<file path="config.mk">
export PLATFORM = sky130hd
export DESIGN_NAME = dest_reg_hazard_pipe
export DESIGN_NICKNAME = d
export VERILOG_FILES = /design/src/rtl/dest_reg_hazard_pipe.sv
export SDC_FILE = /design/constraint.sdc
export NUM_CORES = 1
export LEC_CHECK = 0
export CAP_MARGIN = 10
export CORE_MARGIN = 2
export CORE_UTILIZATION = 43
export CTS_BUF_LIST = sky130_fd_sc_hd__clkbuf_16
export CTS_CLUSTER_SIZE = 8
export DETAILED_ROUTE_END_ITERATION = 12
export HOLD_SLACK_MARGIN = 0.12
export PLACE_DENSITY = 0.79
export SYNTH_ARGS = -nofsm -noshare
export SYNTH_HDL_FRONTEND = slang
export SYNTH_SLANG_ARGS = --single-unit
</file>
<file path="constraint.sdc">
create_clock -name Clk -period 3 [get_ports Clk]
set_input_delay 0.9 -clock Clk [delete_from_list [all_inputs] [get_ports Clk]]
set_output_delay 0.9 -clock Clk [all_outputs]
set_load 0.02 [all_outputs]
</file>
<file path="src/rtl/dest_reg_hazard_pipe.sv">
`default_nettype none
// ============================================================================
// Module      : dest_reg_hazard_pipe
// Description : Carries the EX destination register through MEM/WB and derives
//               EX forwarding selects, ID load-use stall and a stall counter.
// Revision    : 1.0 - initial release
// ============================================================================
module dest_reg_hazard_pipe #(
    parameter int ADDR_W = 5,
    parameter int CNT_W  = 16
) (
    input  logic              Clk,
    input  logic              Reset_n,
    input  logic [ADDR_W-1:0] ex_wr_reg,
    input  logic              ex_reg_write,
    input  logic              ex_mem_read,
    input  logic              ex_flush,
    input  logic [ADDR_W-1:0] ex_rs,
    input  logic [ADDR_W-1:0] ex_rt,
    input  logic [ADDR_W-1:0] id_rs,
    input  logic [ADDR_W-1:0] id_rt,
    input  logic              id_uses_rs,
    input  logic              id_uses_rt,
    input  logic              cnt_clear,
    output logic [1:0]        fwd_a,
    output logic [1:0]        fwd_b,
    output logic              stall_id,
    output logic [ADDR_W-1:0] mem_wr_reg,
    output logic              mem_reg_write,
    output logic [ADDR_W-1:0] wb_wr_reg,
    output logic              wb_reg_write,
    output logic [CNT_W-1:0]  stall_count
);

    localparam logic [1:0] c_FWD_RF  = 2'b00;
    localparam logic [1:0] c_FWD_WB  = 2'b01;
    localparam logic [1:0] c_FWD_MEM = 2'b10;

    logic [ADDR_W-1:0] r_mem_wr_reg;
    logic              r_mem_reg_write;
    logic              r_mem_mem_read;
    logic [ADDR_W-1:0] r_wb_wr_reg;
    logic              r_wb_reg_write;
    logic [CNT_W-1:0]  r_stall_count;

    logic              w_ex_we;
    logic              w_id_hit;
    logic              w_stall;

    // Writes to $0 and squashed instructions are never tracked downstream.
    assign w_ex_we = ex_reg_write & ~ex_flush & (ex_wr_reg != '0);

    always_ff @(posedge Clk or negedge Reset_n) begin
        if (!Reset_n) begin
            r_mem_wr_reg    <= '0;
            r_mem_reg_write <= 1'b0;
            r_mem_mem_read  <= 1'b0;
            r_wb_wr_reg     <= '0;
            r_wb_reg_write  <= 1'b0;
        end else begin
            r_mem_wr_reg    <= ex_wr_reg;
            r_mem_reg_write <= w_ex_we;
            r_mem_mem_read  <= ex_mem_read & ~ex_flush;
            r_wb_wr_reg     <= r_mem_wr_reg;
            r_wb_reg_write  <= r_mem_reg_write;
        end
    end

    function automatic logic [1:0] f_fwd_sel(input logic [ADDR_W-1:0] src);
        logic [1:0] sel;
        sel = c_FWD_RF;
        if (src != '0) begin
            // A load result is not available in MEM; it can only come from WB.
            if (r_mem_reg_write && !r_mem_mem_read && (r_mem_wr_reg == src))
                sel = c_FWD_MEM;
            else if (r_wb_reg_write && (r_wb_wr_reg == src))
                sel = c_FWD_WB;
        end
        return sel;
    endfunction

    always_comb begin
        fwd_a = f_fwd_sel(ex_rs);
        fwd_b = f_fwd_sel(ex_rt);
    end

    assign w_id_hit = (id_uses_rs & (id_rs == ex_wr_reg)) |
                      (id_uses_rt & (id_rt == ex_wr_reg));
    assign w_stall  = ex_mem_read & w_ex_we & w_id_hit;

    always_ff @(posedge Clk or negedge Reset_n) begin
        if (!Reset_n)
            r_stall_count <= '0;
        else if (cnt_clear)
            r_stall_count <= '0;
        else if (w_stall && (r_stall_count != '1))
            r_stall_count <= r_stall_count + 1'b1;
    end

    assign stall_id      = w_stall;
    assign mem_wr_reg    = r_mem_wr_reg;
    assign mem_reg_write = r_mem_reg_write;
    assign wb_wr_reg     = r_wb_wr_reg;
    assign wb_reg_write  = r_wb_reg_write;
    assign stall_count   = r_stall_count;

endmodule
`default_nettype wire
</file>
# Word-level counts from Yosys, hierarchy flattened
# Index checks and enable logic that the tools add are counted.
dict set report op_classes {
  n_reduce_logical 11
  n_div 0
  n_mul 0
  magnitude_cmp 0
  add_sub_neg 1
  n_eq_ne 7
  shift 0
  mux 8
  n_bitwise 9
}
# cell count
set ops {}
lappend ops {{$mux W16} 2}
lappend ops {{$eq A5 B5 Y1} 6}
lappend ops {{$add A16 B1 Y16 const B} 1}
lappend ops {{$ne A16 B16 Y1 const B} 1}
lappend ops {{$reduce_bool A5 Y1} 3}
lappend ops {{$mux W2} 4}
lappend ops {{$and A1 B1 Y1} 7}
lappend ops {{$logic_and A1 B1 Y1} 6}
lappend ops {{$mux W1} 2}
lappend ops {{$reduce_bool A2 Y1} 1}
lappend ops {{$logic_not A1 Y1} 1}
lappend ops {{$not A1 Y1} 1}
lappend ops {{$or A1 B1 Y1} 1}
dict set report totals {
  register_bits 29
  output_inout_bits 33
  in_bits 33
  mem_count 0
  ramBits 0
  elab_cells 42
  romBits 0
  latch_bits 0
}

# Logic depth before layout (Yosys ltp)
dict set report logic_depth {
  depth_word 8
  mapped_depth 7
}

# Worst setup path after synthesis
# No wires, ideal clock.
dict set report synth_timing {
  path_kind {input-to-output}
  from {input port ex_wr_reg[3]}
  to {output port stall_id}
  path_slack_ps -66
  path_stages 6
  required_ps 2100
  t_arrival_ps 2166
  cell_sequence {xor2_1 > nor4_2 > a32oi_1 > buf_2 > clkbuf_1 > nor2_1}
}
dict set report synth_between {
  elab_chain_len 4
}
# item line_no
set synth_lines {}
lappend synth_lines {{start, declared} 14} ;# input logic [ADDR_W-1:0] ex_wr_reg,
lappend synth_lines {{$eq A5 B5 Y1, or another cell as far along} 87} ;# assign w_id_hit = (id_uses_rs & (id_rs == ex_wr_reg)) |
lappend synth_lines {{$and A1 B1 Y1 (on tied branches)} {87, 51, 88}}
lappend synth_lines {{$or A1 B1 Y1 or $and A1 B1 Y1 (tied branches)} {87, 89}}
lappend synth_lines {{$and A1 B1 Y1 (*)} 89} ;# assign w_stall = ex_mem_read & w_ex_we & w_id_hit;
lappend synth_lines {{end, declared} 27} ;# output logic stall_id,
# Mark *: on every way between the ends. The rest lies on a longest branch, timed or not.

# Final worst setup path
dict set report layout_timing {
  from {input port ex_rs[1]}
  to {output port fwd_a[1]}
}
dict set report layout_between {
  elab_chain_len 4
}
# item line_no
set layout_lines {}
lappend layout_lines {{start, declared} 18} ;# input logic [ADDR_W-1:0] ex_rs,
lappend layout_lines {{$eq A5 B5 Y1} 74} ;# if (r_mem_reg_write && !r_mem_mem_read && (r_mem_wr_reg == src))
lappend layout_lines {{$logic_and A1 B1 Y1} 74}
lappend layout_lines {{$mux W2} 74}
lappend layout_lines {{$mux W2 (*)} 72} ;# if (src != '0) begin
lappend layout_lines {{end, declared} 25} ;# output logic [1:0] fwd_a,
# Marks and branches as above.

==> results.json <==
{
  "ir_drop_uv": 260.0,
  "synthCells": 168,
  "start_util": 0.4525,
  "hold_buffers": 0,
  "crit_fanout": 3,
  "hp-class": "reg -> reg",
  "cts_tree": "built",
  "insertedDiodeCount": 0,
  "num_vias": 1601,
  "fin_hold_ws_ns": 0.4074,
  "tightest_slew_ns": 0.6247,
  "die_area_sq_mm": 0.004396,
  "core.rowCount": 22,
  "avgSynthCellArea_sq_um": 9.935,
  "min_path_cells": 0,
  "cts_buffers": 5,
  "largest_reg_flops": 16,
  "r2r_start": "stall_count[2]",
  "crit_required_ns": 2.10,
  "cts.clk_slew.worst_paths_ns": 0.05,
  "netlist_top_cells_area": "dfrtp_1 (43%), xor2_1 (8.4%), xnor2_1 (7.3%), or4_1 (7.2%), o31ai_1 (5.8%)",
  "postRouteAntennaNets": 0,
  "syn_nets": 202,
  "syn2layout_area_growth_pct": 57.35,
  "setup_viol": 0,
  "hold_viol": 0,
  "wl_per_cell_um": 15.47,
  "dr.pass1.iters": 4,
  "cts-root-buf": "clkbuf_16",
  "r2r_cells": 6,
  "start_kind": "input pin",
  "placed_area_sq_mm": 0.002470,
  "ys_seq_area_frac": 0.4348,
  "gp_congestion": 0.9021,
  "leakage_nw": 1.083,
  "final_cell_mix": "clkdlybuf4s50_1 (38), dfrtp_1 (29), xor2_1 (15), a21oi_1 (15), or4_1 (14)",
  "dp_slack_ns": -0.7233,
  "grt_max_degree": 33,
  "clk_latency_ns": 0.27,
  "final_cells": 294,
  "reg2reg_to": "stall_count[12]",
  "synth_edf_count": 0,
  "syn-cell-area_sq_mm": 0.001669,
  "min_delay_worst_endpoint": "wb_reg_write",
  "drc_errors": 0,
  "synth_cell_types": 36,
  "fin_area_sq_mm": 0.002626,
  "core_sq_mm": 0.003689,
  "setup_slack_ns": 0.02921,
  "max_freq_mhz": 336.6,
  "power.density_mw_per_mm2": 389.0,
  "setup_tns_ns": 0,
  "final_common_cell": "clkdlybuf4s50_1",
  "slew_violations": 0,
  "power_mw": 1.022,
  "end_kind": "output port",
  "final_net_count": 280,
  "drive_gt1_frac": 0.2073,
  "num-fill-cells": 271,
  "grt_usage": 0.2189,
  "skew_ns": 0.004543,
  "post-route-period-util": 0.9903,
  "die_y_um": 66.30,
  "die_x_um": 66.30,
  "grt_pass1_vias": 1499,
  "drt-total-wl_um": 4547,
  "yosysWarnings": 0,
  "synthFlopType": "dfrtp_1",
  "via_per_inst": 5.446,
  "synth_top_cell_by_area": "dfrtp_1",
  "cp.arrival_ns": 2.07,
  "hp-start": "mem_reg_write",
  "synth_seq_cells": 29,
  "final_util": 0.7120,
  "relSlewSlack": 0.5822,
  "drt_iter0_markers": 56,
  "cap_violations": 0,
  "htreeDepth": 2,
  "synth-async-reset-ratio": 1.000,
  "placed_cells": 287,
  "r2r_setup_slack_ns": 0.91,
  "cts.sinks": 29,
  "synth_top_area_frac": 0.4348,
  "overflow": 0,
  "hpwl_um": 3238,
  "grt_pass1_wl_um": 7272,
  "port_buffers": 65,
  "critical_path_class": "in -> out",
  "antenna_found_initial": 0,
  "ios": 66,
  "status": "completed",
  "clock_path_buffers": 2,
  "min_period_ns": 2.971
}
cell usage after synthesis (2+ instances only):
library cell  count
dfrtp_1          29
nor2b_1           3
o31ai_1          13
nor4_1            4
xnor2_1          14
inv_1             3
buf_2             3
o21ai_1           2
and3_1            5
nor2_1            6
xor2_1           16
or4_1            16
nand4_1           5
a21oi_1          15
clkbuf_1          2
nand3_1           5
and2_1            2
nand2_1           7
routing by layer:
layer,GRT usage,part of all wire,up-vias,wire length [um]
li1,-,-,783,-
met1,0.2965,0.43,767,1944
met5,0,0,-,0
met2,0.3475,0.53,49,2393
met4,0.06633,0.0026,0,12
met3,0.04940,0.043,2,196
cell type report:
type | count | area, sq um | share of cell area
timing repair buffer | 79 | 730.7 | 0.2782
tap | 48 | 60.06 | 0.02287
clock buffer | 5 | 125.1 | 0.04764
clock inverter | 2 | 7.507 | 0.002859
sequential | 29 | 725.7 | 0.2763
multi-input combinational | 128 | 965.9 | 0.3678
inverter | 3 | 11.26 | 0.004288
worst max path at each step:
stage | from | endpoint | slack [ns] | cells after the start
3_5_place_dp | ex_wr_reg[3] | stall_id | -0.72 | 6
5_1_grt | ex_rs[1] | fwd_a[1] | -0.03 | 6
4_1_cts | ex_rs[0] | fwd_a[0] | -0.03 | 5
2_1_floorplan | ex_wr_reg[3] | stall_id | 0.006 | 6
6_report | ex_rs[1] | fwd_a[1] | 0.03 | 5
3_3_place_gp | ex_wr_reg[3] | stall_id | -0.68 | 6
worst max-delay path, stage by stage:
cell and delay (ns):
clkdlybuf4s15_1 0.23, or4_1 0.59, nor2_2 0.14, nor2b_1 0.06, buf_4 0.15
what timing repair did:
action,in CTS,in global routing
pin swaps,10,11
resized for setup,53,26
buffers inserted,0,0
endpoints found under the setup margin,5,5
cloned,0,0
kinds of logic after synthesis:
family | Yosys count | synth area share
AO/OA/AOI/OAI | 36 | 0.1402
XOR/XNOR | 30 | 0.1574
adder cells (fa/ha/maj) | 1 | 0.007495
buffers and inverters | 11 | 0.03223
flip-flops | 29 | 0.4348
AND/OR/NAND/NOR | 61 | 0.2279
where the power goes:
part | total, mW | internal (mW) | switching (mW)
sequential | 0.414 | 0.401 | 0.0124
clock | 0.445 | 0.294 | 0.151
combinational | 0.162 | 0.0843 | 0.0782
total | 1.02 | 0.780 | 0.242
(Power assumes the default switching activity.)
